--- config.mk ---
export PLATFORM = sky130hd
export DESIGN_NAME = gpio_input_conditioner_flat
export DESIGN_NICKNAME = d
export VERILOG_FILES = /design/src/rtl/gpio_input_conditioner_if.sv /design/src/rtl/gpio_input_conditioner.sv /design/src/flat_wrapper.sv
export SDC_FILE = /design/constraint.sdc
export NUM_CORES = 1
export LEC_CHECK = 0
export ABC_AREA = 0
export BUFFER_PORTS_ARGS = -buffer_cell sky130_fd_sc_hd__buf_2
export CAP_MARGIN = 20
export CORE_UTILIZATION = 46
export DETAILED_ROUTE_END_ITERATION = 10
export PLACE_DENSITY = 0.74
export SYNTH_ARGS = -nofsm -noshare
export SYNTH_HDL_FRONTEND = slang
export SYNTH_SLANG_ARGS = --single-unit
--- constraint.sdc ---
create_clock -name clk -period 3.1 [get_ports clk]
set_input_delay 0.155 -clock clk [delete_from_list [all_inputs] [get_ports clk]]
set_output_delay 0.155 -clock clk [all_outputs]
set_load 0.01 [all_outputs]
--- src/rtl/gpio_input_conditioner_if.sv ---
// Pin-side bus of the GPIO input conditioner.
// The master side drives the raw pins, the edge enables and the event clears.
// The slave side (the conditioner) returns the clean levels, the sticky flags
// and the interrupt line.
interface gpio_input_conditioner_if #(
  parameter int WIDTH = 8
);
  logic [WIDTH-1:0] gpio_pins_in;
  logic [WIDTH-1:0] edge_rise_en;
  logic [WIDTH-1:0] edge_fall_en;
  logic [WIDTH-1:0] event_clear;
  logic             event_clear_strobe;
  logic [WIDTH-1:0] gpio_data_in;
  logic [WIDTH-1:0] gpio_event;
  logic             interrupt;

  modport master (
    output gpio_pins_in,
    output edge_rise_en,
    output edge_fall_en,
    output event_clear,
    output event_clear_strobe,
    input  gpio_data_in,
    input  gpio_event,
    input  interrupt
  );

  modport slave (
    input  gpio_pins_in,
    input  edge_rise_en,
    input  edge_fall_en,
    input  event_clear,
    input  event_clear_strobe,
    output gpio_data_in,
    output gpio_event,
    output interrupt
  );
endinterface

--- src/rtl/gpio_input_conditioner.sv ---
// Conditions raw GPIO pins for the Picoblaze GPIO read path.
// Each bit is taken through a 2-flop synchronizer and a counter debouncer.
// The accepted level is then edge-detected into sticky event flags, and the
// OR of those flags is registered as the interrupt line.
// Edges are only looked at on the cycle a new level is accepted, so the
// enables cannot create or remove a flag on any other cycle.
module gpio_input_conditioner #(
  parameter int WIDTH           = 8,
  parameter int DEBOUNCE_CYCLES = 16,
  parameter int CNT_W           = 16
) (
  input logic                     clk,
  input logic                     reset,
  gpio_input_conditioner_if.slave bus
);

  localparam logic [CNT_W-1:0] TERM_CNT = CNT_W'(DEBOUNCE_CYCLES - 1);

  logic [WIDTH-1:0] sync1;
  logic [WIDTH-1:0] sync2;
  logic [CNT_W-1:0] cnt [WIDTH];
  logic [WIDTH-1:0] data_q;
  logic [WIDTH-1:0] event_q;
  logic             irq_q;

  logic [WIDTH-1:0] accept;
  logic [WIDTH-1:0] set_event;
  logic [WIDTH-1:0] clr_event;

  // Accept when the disagreeing level has persisted for the full count.
  // The edge direction is the level being accepted.
  always_comb begin
    accept    = '0;
    set_event = '0;
    clr_event = '0;
    for (int i = 0; i < WIDTH; i++) begin
      accept[i] = (sync2[i] != data_q[i]) && (cnt[i] == TERM_CNT);
    end
    set_event = accept & ((sync2 & bus.edge_rise_en) | (~sync2 & bus.edge_fall_en));
    clr_event = bus.event_clear_strobe ? bus.event_clear : '0;
  end

  // Two-stage synchronizer with no logic between the stages.
  always_ff @(posedge clk or negedge reset) begin
    if (!reset) begin
      sync1 <= '0;
      sync2 <= '0;
    end else begin
      sync1 <= bus.gpio_pins_in;
      sync2 <= sync1;
    end
  end

  // Per-bit debounce counters: run while the levels disagree, restart on agreement or accept.
  always_ff @(posedge clk or negedge reset) begin
    if (!reset) begin
      for (int i = 0; i < WIDTH; i++) begin
        cnt[i] <= '0;
      end
    end else begin
      for (int i = 0; i < WIDTH; i++) begin
        if ((sync2[i] == data_q[i]) || accept[i]) begin
          cnt[i] <= '0;
        end else begin
          cnt[i] <= cnt[i] + CNT_W'(1);
        end
      end
    end
  end

  // Accepted levels, sticky flags (set beats clear) and registered interrupt.
  always_ff @(posedge clk or negedge reset) begin
    if (!reset) begin
      data_q  <= '0;
      event_q <= '0;
      irq_q   <= 1'b0;
    end else begin
      data_q  <= (data_q & ~accept) | (sync2 & accept);
      event_q <= set_event | (event_q & ~clr_event);
      irq_q   <= |event_q;
    end
  end

  assign bus.gpio_data_in = data_q;
  assign bus.gpio_event   = event_q;
  assign bus.interrupt    = irq_q;

endmodule

--- src/flat_wrapper.sv ---
// flat-port wrapper written by rule: the top's interface ports become plain ports
module gpio_input_conditioner_flat 
#(
  parameter int WIDTH           = 8,
  parameter int DEBOUNCE_CYCLES = 16,
  parameter int CNT_W           = 16
)
  (clk, reset, bus_gpio_pins_in, bus_edge_rise_en, bus_edge_fall_en, bus_event_clear, bus_event_clear_strobe, bus_gpio_data_in, bus_gpio_event, bus_interrupt);
  gpio_input_conditioner_if #(.WIDTH(WIDTH)) bus_i ();
  input logic clk;
  input logic reset;
  input wire logic [$bits(bus_i.gpio_pins_in)-1:0] bus_gpio_pins_in;
  input wire logic [$bits(bus_i.edge_rise_en)-1:0] bus_edge_rise_en;
  input wire logic [$bits(bus_i.edge_fall_en)-1:0] bus_edge_fall_en;
  input wire logic [$bits(bus_i.event_clear)-1:0] bus_event_clear;
  input wire logic [$bits(bus_i.event_clear_strobe)-1:0] bus_event_clear_strobe;
  output wire logic [$bits(bus_i.gpio_data_in)-1:0] bus_gpio_data_in;
  output wire logic [$bits(bus_i.gpio_event)-1:0] bus_gpio_event;
  output wire logic [$bits(bus_i.interrupt)-1:0] bus_interrupt;
  assign bus_i.gpio_pins_in = bus_gpio_pins_in;
  assign bus_i.edge_rise_en = bus_edge_rise_en;
  assign bus_i.edge_fall_en = bus_edge_fall_en;
  assign bus_i.event_clear = bus_event_clear;
  assign bus_i.event_clear_strobe = bus_event_clear_strobe;
  assign bus_gpio_data_in = bus_i.gpio_data_in;
  assign bus_gpio_event = bus_i.gpio_event;
  assign bus_interrupt = bus_i.interrupt;
  gpio_input_conditioner #(.WIDTH(WIDTH), .DEBOUNCE_CYCLES(DEBOUNCE_CYCLES), .CNT_W(CNT_W)) u_core (.clk(clk), .reset(reset), .bus(bus_i));
endmodule
-- After elaboration in Yosys (flattened, before gate mapping)
Cells that the tools add are included.
- $add $sub $neg: 8
- equal/unequal tests: 24
- mux-type cells: 9
- bitwise gates (word level): 12
- reduce and logical (&&, ||, !) cells: 17
- operator list (cell ; count):
    16-bit by 1-bit adder with 16-bit output (second input constant) ; 8
    16-bit by 4-bit equality test with 1-bit output (second input constant) ; 8
    16-bit 2-to-1 mux ; 8
    8-bit AND ; 6
    8-bit NOT ; 3
    8-bit bitwise OR ; 3
    1-bit equality test ; 8
    1-bit logical AND ; 8
    1-bit logical OR ; 8
    8-bit 2-to-1 mux ; 1
    1-bit != test ; 8
    8-bit OR reduction ; 1
- flip-flop bits (word level): 161
- word-level logic and storage cells: 83

-- Depth between registers and ports, before layout
Gate-level depths: netlist of run 1.
- depth in word-level cells: 5
- gate-level depth with buffers: 6
- gate-level depth less buffers: 5

-- Worst setup path after synthesis of run 1
No wires, ideal clock.
- kind: register -> register
- from: register u_core.cnt[32] (netlist bit)
- to: register u_core.cnt[39] (netlist bit)
- library setup time: 0.121 ns
- data arrival time: 1.525 ns
- data required time: 2.979 ns
- path slack: 1.454 ns
- cell stages (with the launch flop): 7
- path through: dfrtp_1 -> ha_1 -> nand3_1 -> nand4b_1 -> o21ai_1 -> buf_2 -> nor2_1
- longest elaborated chain between the ends: 4
- elaborated cells between the ends (all ways): 5
- those cells by class: add/sub: 1; eq/ne: 1; mux: 1; reduce/logical: 2
- RTL lines (what ; line ; text):
    start, declared ; gpio_input_conditioner.sv:21 ; logic [CNT_W-1:0] cnt [WIDTH];
    start signal, assigned by index ; gpio_input_conditioner.sv:65 ; cnt[i] <= cnt[i] + CNT_W'(1);
    branches (longest 3 deep; another with 16-bit by 1-bit adder with 16-bit output) ; - ;
    16-bit 2-to-1 mux * ; gpio_input_conditioner.sv:62 ; if ((sync2[i] == data_q[i]) || accept[i]) begin
Mark *: on every way between the ends.

-- Worst setup path in the final report of run 1
- from: register u_core.cnt[112] (netlist bit)
- to: register u_core.cnt[121] (netlist bit)
The elaborated chain is that of the path after synthesis.

==> results by group, run 1 <==
Floorplan
  • Core ar.: 0.01537 mm^2
  • Core Rows: 45
  • Die area: 0.01641 mm^2
  • Starting Density: 47.60%
  • Chip height: 128.1 um
  • Boundary pin count: 52
  • Die width: 128.1 um

Synth
  • Synth warn: 0
  • Synth Area per Inst: 10.08 um^2
  • Main combinational cell family by area after synthesis: simple AND/OR/NAND/NOR gates
  • FF+latch count, synth: 161
  • Compound-gate portion of the synthesized area: 2.240%
  • Adder-cell area share of the yosys netlist: 1.368%
  • Synth Area in Simple Gates: 24.78%
  • Post-synthesis net count: 769
  • Xor/xnor share of the synthesized area: 13.29%
  • Syn Inst Count: 726
  • Synth unique cells: 27
  • Mux share of post-synthesis cell area: 1.077%
  • Register area share after synthesis: 55.06%
  • Mapped cell area: 0.007317 mm^2

Timing
  • F_max: 521.8 MHz
  • Tmin final: 1917 ps
  • RSZ-0062 raised after global routing: false
  • Post-route setup TNS: 0 ps
  • Slew @ Worst Pin: 1063 ps
  • Crit share post-route: 61.83%
  • Hold Vio Cnt, Final: 0
  • Relative slew margins: 28.66%
  • Slew Limit Fails: 0
  • Setup violations, final: 0
  • Worst Skew: 10.21 ps

Setup path
  • Kind of start point of the critical path: flop
  • Critical path arrival: 2170 ps
  • Worst path cell trace: ha_1 -> and3_1 -> nand4_1 -> o21ai_1 -> nor2_1
  • Critical path's top delay family: compound AO/OA/AOI/OAI gates
  • Worst Path Buf+Inv: 0
  • Crit Path Class: flop to flop
  • Slowest stage delay, CP: 630 ps
  • Crit. End Element: flop
  • Worst-path fanout max: 16
  • CP required: 3360 ps
  • Critical path's slowest cell: o21ai_1

Detailed routing
  • Routed len/inst: 13.15 um
  • Final WL: 13560 um
  • Via Count: 5317
  • DRT iter0 DRCs: 315
  • DRT Pass-1 Iters: 5
  • Vias per cell: 5.157
  • Routed Antenna Nets: 0
  • DRC violations left: 0

Layout
  • Non-Filler Instances: 1031
  • Number of fill cells: 1352
  • Layout cells sized above 1: 11.59%
  • Diodes inserted: 0
  • Layout Nets: 850
  • Area grow syn2layout: 18.23%

CTS
  • Clk buf depth: 2
  • Worst skew pair latency: 420 ps
  • Num CTS Buffers: 17
  • CTS clk-pin slew, worst paths: 60 ps
  • Post-CTS sizing: 0
  • CTS Sinks: 161
  • H-tree depth: 4
  • Clock Tree Root: clkbuf_16
  • CTS tree: done

Flow run
  • Max-cap violations: 0

Global route
  • Largest net degree at the start of global routing: 81
  • Initial antenna violation count: 0
  • Overall Global Routing Usage: 18.13%
  • First-pass GRT wire length: 23480 um
  • Remaining Overflow, GRT: 0
  • Number of global-route vias before repair: 5050

Placed design
  • IO buf count: 51
  • HPWL Detailed: 8883 um
  • Cells after DPL: 981
  • Placer Congestion: 0.8556

Hold path
  • HP Class: primary input to flop

Pwr
  • PwrDens: 532.6 mW/mm^2
  • Worst vdd ir: 391.0 uV
  • Leakage power: 0.003622 uW
  • Pwr Total: 4608 uW

Status
  • Status: finished, final reports clean
-- layout by cell type (no fill, tap or decap), drive strengths merged, types with 2 or more instances in the layout --
cell / netlist / final
o31ai: 2 / 2
clkbuf: 1 / 24
inv: 31 / 31
nor2: 142 / 142
dlygate4sd3: 0 / 12
nand4: 31 / 31
ha: 8 / 8
a22oi: 7 / 7
clkinvlp: 0 / 3
bufinv: 0 / 4
o21ai: 16 / 16
and3: 8 / 8
nand2: 39 / 39
buf: 8 / 59
mux2: 7 / 7
or2: 2 / 2
a21oi: 2 / 2
nor3: 32 / 32
nor4: 55 / 55
xnor2: 95 / 95
or4: 2 / 2
xor2: 16 / 16
nor2b: 14 / 14
nand3: 45 / 45
dfrtp: 161 / 161
-- metal layers --
metal	GRT usage, %	wire, um
met2	28.36	6346
met1	24.73	6603
met3	4.215	475
met5	0	0
met4	6.436	134
-- area by class of cell --
type | instances | area [um^2] | share of cell area (%)
sequential | 161 | 4029 | 46.57
clock inverter | 8 | 147.6 | 1.707
clock buffer | 24 | 511.7 | 5.916
inverter | 31 | 116.4 | 1.345
timing repair buffer | 71 | 454.2 | 5.250
multi-input combinational | 525 | 3128 | 36.16
tap | 211 | 264.0 | 3.052
-- repair_timing --
item / CTS / global route
hold buffers: 12 / 0
setup buffers: 0 / 0
hold endpoints to repair: 89 / 0
-- where the power goes --
group | internal, uW | switching, uW
logic | 65.1 | 104
clock network | 1480 | 794
registers | 2140 | 30.6
total | 3680 | 928
-- cell usage after synthesis, drive strengths merged --
cell	n	area (um^2)
nor3	32	160.2
and3	8	50.05
dfrtp	161	4029
a31oi	1	6.260
o31ai	2	15.01
a22oi	7	52.55
a21oi	2	10.01
or2	2	17.52
nor4	55	344.1
nor2	142	533.0
nand3	45	250.2
xor2	16	140.1
inv	31	116.4
ha	8	100.1
nand2	39	146.4
or4	2	15.01
mux2	7	78.83
clkbuf	1	3.750
xnor2	95	832.1
nor2b	14	87.58
nand4	31	200.2
o21ai	16	80.08
buf	8	40.04
nand4b	1	8.760
-- state kept, by name (all words and copies together), names as in the netlist, named ones only --
register and cells:
u_core.cnt 128, u_core.bus.gpio_event 8, u_core.sync1 8, u_core.sync2 8, u_core.bus.interrupt 1
-- per-stage QoR --
| stage | cell area, um^2 | worst slack, ps | util [%] | hold slack [ps] |
|---|---|---|---|---|
| after floorplan | 7317 | 1454 | - | -140.6 |
| after global placement | 7826 | 1119 | 50.92 | 245.4 |
| after detailed placement | 7826 | 1064 | 50.92 | 238.7 |
| after CTS | 8606 | 1073 | 55.99 | 0.8027 |
| after global routing | 8651 | 1002 | 56.28 | 24.13 |
| final | 8651 | 1183 | 56.28 | 18.21 |
-- tightest hold or removal path, stage by stage --
cell and delay [ps]:
buf_2 80, a22oi_1 50, o21ai_1 110
-- logic make-up after synthesis --
| family | after synthesis |
|---|---|
| simple gates | 371 |
| fa+ha+maj | 8 |
| flops | 161 |
| buf+inv | 40 |
| xor+xnor | 111 |
| compound gates | 28 |
| mux | 7 |
-- final timing paths --
path | from | endpoint | slack (ps) | cells past startpoint
setup / recovery | u_core.cnt[112]$_DFF_PN0_ | u_core.cnt[121]$_DFF_PN0_ | 1180 | 5
hold / removal | bus_edge_fall_en[6] | u_core.bus.gpio_event[6]$_DFF_PN0_ | 20 | 3
setup reg to reg | u_core.cnt[112]$_DFF_PN0_ | u_core.cnt[121]$_DFF_PN0_ | 1180 | 5
hold reg to reg | u_core.sync1[6]$_DFF_PN0_ | u_core.sync2[6]$_DFF_PN0_ | 350 | 0
max in group asynchronous | reset | u_core.cnt[66]$_DFF_PN0_ | 1980 | 3
min in group asynchronous | reset | u_core.cnt[93]$_DFF_PN0_ | 320 | 2
Power figures use the tool's default switching activity.
==> run 2, diff against run 1 <==
--- a/config.mk
+++ b/config.mk
@@ -10,7 +10,7 @@
 export CAP_MARGIN = 20
 export CORE_UTILIZATION = 46
 export DETAILED_ROUTE_END_ITERATION = 10
-export PLACE_DENSITY = 0.74
+export PLACE_DENSITY = 0.76
 export SYNTH_ARGS = -nofsm -noshare
 export SYNTH_HDL_FRONTEND = slang
 export SYNTH_SLANG_ARGS = --single-unit
==> constraint.sdc (replaced) <==
create_clock -name clk -period 1.5 [get_ports clk]
set_input_delay 0.075 -clock clk [delete_from_list [all_inputs] [get_ports clk]]
set_output_delay 0.075 -clock clk [all_outputs]
set_load 0.01 [all_outputs]
==> results by group, run 2 (same netlist as run 1, synthesis figures left out) <==
Status
  • Status: finished, violations left (was finished, final reports clean)
  • Failing checks: negative hold slack, negative setup slack

Setup path
  • Crit. End Element: flop (unchanged)
  • Worst Path Buf+Inv: 2 (was 0)
  • Slowest stage delay, CP: 390 ps (was 630 ps)
  • Worst Setup SP: u_core.cnt[12]$_DFF_PN0_ (was u_core.cnt[112]$_DFF_PN0_)
  • CP required: 1820 ps (was 3360 ps)
  • Worst path cell trace: nor4_2 -> nand4_1 -> buf_6 -> o21ai_4 -> clkbuf_16 -> nor2_1 (was ha_1 -> and3_1 -> nand4_1 -> o21ai_1 -> nor2_1)
  • Kind of start point of the critical path: flop (unchanged)
  • Critical path's slowest cell: dfrtp_1 (was o21ai_1)
  • Worst-path fanout max: 8 (was 16)
  • Critical path's top delay family: simple AND/OR/NAND/NOR gates (was compound AO/OA/AOI/OAI gates)
  • R2R Setup Slk: -50 ps (was 1180 ps)
  • Critical path arrival: 1870 ps (was 2170 ps)
  • Crit Path Class: flop to flop (unchanged)
  • Worst flop-to-flop path startpoint: u_core.cnt[12]$_DFF_PN0_ (was u_core.cnt[112]$_DFF_PN0_)

Layout
  • Layout Utilization: 68.95% (was 56.28%)
  • Diodes inserted: 0 (unchanged)
  • Design area: 0.01060 mm^2 (was 0.008651 mm^2)
  • Largest Register: u_core.cnt (unchanged)
  • Most frequent cells in the layout: 153 x dfrtp_1, 112 x buf_4, 100 x nor2_1 (was 161 x dfrtp_1, 142 x nor2_1, 95 x xnor2_1)
  • Area grow syn2layout: 44.85% (was 18.23%)
  • Max reg flops: 128 (unchanged)
  • Layout Nets: 988 (was 850)
  • Most common cell after layout, fill and taps aside: dfrtp_1 (unchanged)
  • Layout cells sized above 1: 35.67% (was 11.59%)

Global route
  • First-pass GRT wire length: 26810 um (was 23480 um)
  • Largest net degree at the start of global routing: 53 (was 81)
  • Overall Global Routing Usage: 20.96% (was 18.13%)
  • Remaining Overflow, GRT: 0 (unchanged)
  • Number of global-route vias before repair: 5769 (was 5050)
  • Initial antenna violation count: 0 (unchanged)

CTS
  • Clk buf depth: 2 (unchanged)
  • CTS tree: done (unchanged)
  • CTS Sinks: 161 (unchanged)
  • Num CTS Buffers: 17 (unchanged)
  • Worst skew pair latency: 430 ps (was 420 ps)
  • H-tree depth: 4 (unchanged)
  • Clock Tree Root: clkbuf_16 (unchanged)
  • CTS clk-pin slew, worst paths: 60 ps (about the same)

Timing
  • Tmin final: 1552 ps (was 1917 ps)
  • Worst Skew: 4.382 ps (was 10.21 ps)
  • Slew Limit Fails: 0 (unchanged)
  • Slew @ Worst Pin: 378.1 ps (was 1063 ps)
  • Relative slew margins: 74.56% (was 28.66%)
  • Hold Vio Cnt, Final: 1 (was 0)
  • F_max: 644.1 MHz (was 521.8 MHz)
  • Final setup margin: -52.49 ps (was 1183 ps)
  • Setup violations, final: 45 (was 0)
  • Worst hold slack: -15.56 ps (was 18.21 ps)
  • Crit share post-route: 103.5% (was 61.83%)
  • RSZ-0062 raised after global routing: true (was false)

Placed design
  • DP Area: 0.008711 mm^2 (was 0.007826 mm^2)
  • Placer Congestion: 0.8319 (was 0.8556)
  • Setup slack at placement: -34.28 ps (was 1064 ps)
  • HPWL Detailed: 10360 um (was 8883 um)
  • IO buf count: 51 (unchanged)

Floorplan
  • Core Rows: 45 (unchanged)
  • Die width: 128.1 um (unchanged)
  • Core ar.: 0.01537 mm^2 (unchanged)
  • Boundary pin count: 52 (unchanged)
  • Die area: 0.01641 mm^2 (unchanged)
  • Starting Density: 47.60% (unchanged)
  • Chip height: 128.1 um (unchanged)

Flow run
  • Max-cap violations: 0 (unchanged)

Pwr
  • Leakage power: 0.004364 uW (was 0.003622 uW)
  • Worst vdd ir: 856.3 uV (was 391.0 uV)
  • PwrDens: 909.2 mW/mm^2 (was 532.6 mW/mm^2)

Detailed routing
  • DRC violations left: 0 (unchanged)
  • DRT iter0 DRCs: 307 (was 315)
  • Final WL: 18020 um (was 13560 um)
  • DRT Pass-1 Iters: 5 (unchanged)
  • Routed Antenna Nets: 0 (unchanged)
  • Routed len/inst: 15.44 um (was 13.15 um)
  • Via Count: 6135 (was 5317)
  • Vias per cell: 5.257 (was 5.157)

Hold path
  • HP Class: primary input to flop (unchanged)
  • HP Start: bus_edge_rise_en[7] (was bus_edge_fall_en[6])
-- run 2: cell types whose count changed in the layout (fill, tap and decap cells not counted), moves of 10 or more --
cell	delta
buf_4	+105
nor2_1	-42
nor4_1	-34
nor4_2	+31
nor2_2	+22
nor2_4	+20
dlygate4sd3_1	+18
nor3_1	-10
nor3_2	+10
-- run 2: final timing paths --
path	cells after the start	endpoint
worst min-delay path	3	u_core.bus.gpio_event[7]$_DFF_PN0_
worst max-delay path	6	u_core.cnt[12]$_DFF_PN0_
worst max register to register	6	u_core.cnt[12]$_DFF_PN0_
min in group asynchronous	2	u_core.cnt[89]$_DFF_PN0_
max in group asynchronous	3	u_core.cnt[37]$_DFF_PN0_
worst min register to register	0	u_core.sync2[6]$_DFF_PN0_
-- run 2: stage by stage --
step	instances	power (uW)	TNS, ps
2_1_floorplan	726	4704	0
3_3_place_gp	1083	4953	0
3_5_place_dp	1083	4964	-257.2
4_1_cts	1144	9565	-40.93
5_1_grt	1167	9938	-8510
6_report	1167	9636	-898.9
-- run 2: routing by layer --
metal	vias to the layer above	share of wire (%)	track usage (%)
met5	-	0	0
met1	3027	43	26.86
met2	145	52	34.85
met3	31	3.2	4.800
li1	2932	-	-
met4	0	1.9	7.474
-- run 2: final cells by class --
cell class                      count  area [um^2]
Tap cell                          211        264.0
Clock buffer                       25        495.5
Fill cell                        1038         4772
Sequential cell                   161         4039
Multi-Input combinational cell    525         3851
Timing Repair Buffer              209         1708
Clock inverter                      5        125.1
Inverter                           31        116.4
-- run 2: what timing repair did --
| action | in CTS | in global routing |
|---|---|---|
| endpoints found under the hold margin | 177 | 1 |
| pin swaps | 2 | 50 |
| resized for setup | 3 | 157 |
| buffers inserted | 1 | 19 |
| gates cloned | 0 | 5 |
| setup endpoints to repair | 25 | 139 |
| hold buffers | 30 | 1 |
-- run 2: report_power, final --
group / internal [uW] / switching [uW] / total [uW]
combinational: 285 / 298 / 582
clock: 2940 / 1620 / 4560
sequential: 4420 / 75.6 / 4490
total: 7650 / 1990 / 9640
-- run 2: worst min-delay path: stages --
cell and delay [ps]:
buf_2 80, a22oi_1 80, o21ai_0 140
==> run 3, diff against run 2 <==
--- a/config.mk
+++ b/config.mk
@@ -10,7 +10,8 @@
 export CAP_MARGIN = 20
 export CORE_UTILIZATION = 46
 export DETAILED_ROUTE_END_ITERATION = 10
-export PLACE_DENSITY = 0.76
+export PLACE_DENSITY = 0.74
+export REMOVE_ABC_BUFFERS = 1
 export SYNTH_ARGS = -nofsm -noshare
 export SYNTH_HDL_FRONTEND = slang
 export SYNTH_SLANG_ARGS = --single-unit
==> constraint.sdc (replaced) <==
create_clock -name clk -period 1.6 [get_ports clk]
set_input_delay 0.08 -clock clk [delete_from_list [all_inputs] [get_ports clk]]
set_output_delay 0.08 -clock clk [all_outputs]
set_load 0.01 [all_outputs]
==> results by group, run 3 (same netlist as run 1, synthesis figures left out) <==
Status
  • Status: finished, violations left (unchanged)
  • Failing checks: negative setup slack (was negative hold slack, negative setup slack)

Layout
  • Layout cells sized above 1: 20.45% (was 35.67%)
  • Diodes inserted: 0 (unchanged)
  • Max reg flops: 128 (unchanged)
  • Most frequent cells in the layout: 157 x dfrtp_1, 142 x nor2_1, 95 x xnor2_1 (was 153 x dfrtp_1, 112 x buf_4, 100 x nor2_1)
  • Most common cell after layout, fill and taps aside: dfrtp_1 (unchanged)
  • Number of fill cells: 1237 (was 1038)
  • Layout Nets: 915 (was 988)
  • Non-Filler Instances: 1096 (was 1167)
  • Area grow syn2layout: 29.10% (was 44.85%)
  • Largest Register: u_core.cnt (unchanged)

Timing
  • Worst hold slack: 29.89 ps (was -15.56 ps)
  • Worst Skew: 7.750 ps (was 4.382 ps)
  • Slew Limit Fails: 0 (unchanged)
  • Slew @ Worst Pin: 488.2 ps (was 378.1 ps)
  • Setup violations, final: 17 (was 45)
  • Final setup margin: -63.81 ps (was -52.49 ps)
  • Hold Vio Cnt, Final: 0 (was 1)
  • Tmin final: 1664 ps (was 1552 ps)
  • RSZ-0062 raised after global routing: true (unchanged)
  • F_max: 601.0 MHz (was 644.1 MHz)
  • Crit share post-route: 104.0% (was 103.5%)
  • Relative slew margins: 67.15% (was 74.56%)

Floorplan
  • Boundary pin count: 52 (unchanged)
  • Die area: 0.01641 mm^2 (unchanged)
  • Die width: 128.1 um (unchanged)
  • Core ar.: 0.01537 mm^2 (unchanged)
  • Chip height: 128.1 um (unchanged)
  • Starting Density: 47.60% (unchanged)
  • Core Rows: 45 (unchanged)

Detailed routing
  • DRT Pass-1 Iters: 5 (unchanged)
  • Via Count: 5679 (was 6135)
  • Final WL: 15830 um (was 18020 um)
  • Met3 routed WL: 628 um (was 578 um)
  • Routed Antenna Nets: 0 (unchanged)
  • Max Used Layer: met4 (unchanged)
  • DRT iter0 DRCs: 374 (was 307)
  • DRC violations left: 0 (unchanged)
  • DR WL met2: 7685 um (was 9305 um)
  • Routed len/inst: 14.45 um (was 15.44 um)
  • Vias per cell: 5.182 (was 5.257)
  • Wl on met1: 7338 um (was 7795 um)

Global route
  • Overall Global Routing Usage: 20.12% (was 20.96%)
  • Number of global-route vias before repair: 5430 (was 5769)
  • Initial antenna violation count: 0 (unchanged)
  • First-pass GRT wire length: 25790 um (was 26810 um)
  • Remaining Overflow, GRT: 0 (unchanged)
  • Largest net degree at the start of global routing: 57 (was 53)

CTS
  • Clk buf depth: 2 (unchanged)
  • Worst skew pair latency: 430 ps (about the same)
  • H-tree depth: 4 (unchanged)
  • Clock Tree Root: clkbuf_16 (unchanged)
  • CTS tree: done (unchanged)
  • CTS clk-pin slew, worst paths: 60 ps (about the same)
  • CTS Sinks: 161 (unchanged)
  • Num CTS Buffers: 17 (unchanged)

Flow run
  • Max-cap violations: 0 (unchanged)

Placed design
  • Placer Congestion: 0.8669 (was 0.8319)
  • IO buf count: 51 (unchanged)
  • Cells after DPL: 1025 (was 1083)
  • HPWL Detailed: 9937 um (was 10360 um)

Setup path
  • CP required: 1900 ps (was 1820 ps)
  • Crit Path Class: flop to flop (unchanged)
  • Worst-path fanout max: 3 (was 8)
  • Critical path arrival: 1960 ps (was 1870 ps)
  • R2R Setup Slk: -60 ps (was -50 ps)
  • Critical path's top delay family: simple AND/OR/NAND/NOR gates (unchanged)
  • Worst Path Buf+Inv: 0 (was 2)
  • Path depth of the worst reg2reg path: 3 (was 6)
  • Kind of start point of the critical path: flop (unchanged)
  • Slowest stage delay, CP: 410 ps (was 390 ps)
  • Critical path's slowest cell: mux2_1 (was dfrtp_1)
  • Crit path depth: 3 (was 6)
  • Worst path cell trace: nor4_1 -> nand4b_1 -> mux2_1 (was nor4_2 -> nand4_1 -> buf_6 -> o21ai_4 -> clkbuf_16 -> nor2_1)
  • Crit. End Element: flop (unchanged)

Pwr
  • PwrDens: 938.1 mW/mm^2 (was 909.2 mW/mm^2)
  • NetSw: 1893 uW (was 1991 uW)
  • P_int: 6969 uW (was 7646 uW)
  • Clock power frac: 47.6% (was 47.3%)
  • Comb power frac: 4.9% (was 6.0%)
  • Worst vdd ir: 848.1 uV (was 856.3 uV)
  • Leakage power: 0.003959 uW (was 0.004364 uW)
  • Flop pwr share: 47.5% (was 46.6%)
  • Switching Share: 21.36% (was 20.66%)

Hold path
  • HP Class: primary input to flop (unchanged)
  • WHS Path Cells: 3 (unchanged)
-- run 3: cell count changes in the layout (fill, tap and decap cells not counted), sizes merged --
cell	previous run	this run
buf	175	106
clkbuf	29	24
clkinvlp	0	3
bufinv	4	3
clkinv	1	2
-- run 3: worst paths after layout --
check / start / to
min in group asynchronous: reset / u_core.cnt[35]$_DFF_PN0_
max in group asynchronous: reset / u_core.cnt[16]$_DFF_PN0_
worst min register to register: u_core.sync1[2]$_DFF_PN0_ / u_core.sync2[2]$_DFF_PN0_
worst min-delay path: bus_edge_rise_en[0] / u_core.bus.gpio_event[0]$_DFF_PN0_
worst max-delay path: u_core.cnt[43]$_DFF_PN0_ / flop
worst max register to register: u_core.cnt[43]$_DFF_PN0_ / flop
-- run 3: power by group through the flow --
stage	logic (uW)	registers, uW	clock network [uW]
after floorplan	133	4260	0
after global placement	346	4270	0
after detailed placement	352	4270	0
after CTS	411	4200	4290
after global routing	492	4220	4450
final	432	4210	4220
-- run 3: tightest hold or removal path: stages --
cell     delay, ps
buf_2           80
a22oi_1         80
o21ai_1        160
-- run 3: per-layer routing --
layer | vias up | track usage [%]
met1 | 2760 | 26.76
met3 | 20 | 5.134
met4 | 0 | 5.952
met5 | - | 0
met2 | 111 | 32.48
li1 | 2788 | -
-- run 3: per-stage QoR --
step | util, % | TNS, ps | setup slack (ps) | area [um^2] | power, uW
6_report | 61.46 | -611.8 | -63.81 | 9447 | 8861
3_3_place_gp | 53.63 | 0 | 86.21 | 8244 | 4618
2_1_floorplan | - | -1104 | -72.91 | 7273 | 4394
3_5_place_dp | 53.63 | 0 | 49.46 | 8244 | 4626
4_1_cts | 59.61 | 0 | 12.73 | 9163 | 8900
5_1_grt | 61.46 | -1438 | -58.35 | 9447 | 9159
-- run 3: area by class of cell --
type / count / area (um^2) / share of cell area [%]
flip-flops and latches: 161 / 4034 / 42.70
multi-input cells: 525 / 3324 / 35.19
repair buffers: 136 / 1090 / 11.54
clock buffers: 24 / 491.7 / 5.205
well taps: 211 / 264.0 / 2.795
clock inverters: 8 / 126.4 / 1.338
inverters: 31 / 116.4 / 1.232
-- run 3: what timing repair did --
action / in CTS / in global routing
setup buffers: 0 / 9
endpoints found under the hold margin: 177 / 0
setup endpoints to repair: 0 / 132
resized for setup: 0 / 50
hold buffers: 30 / 0
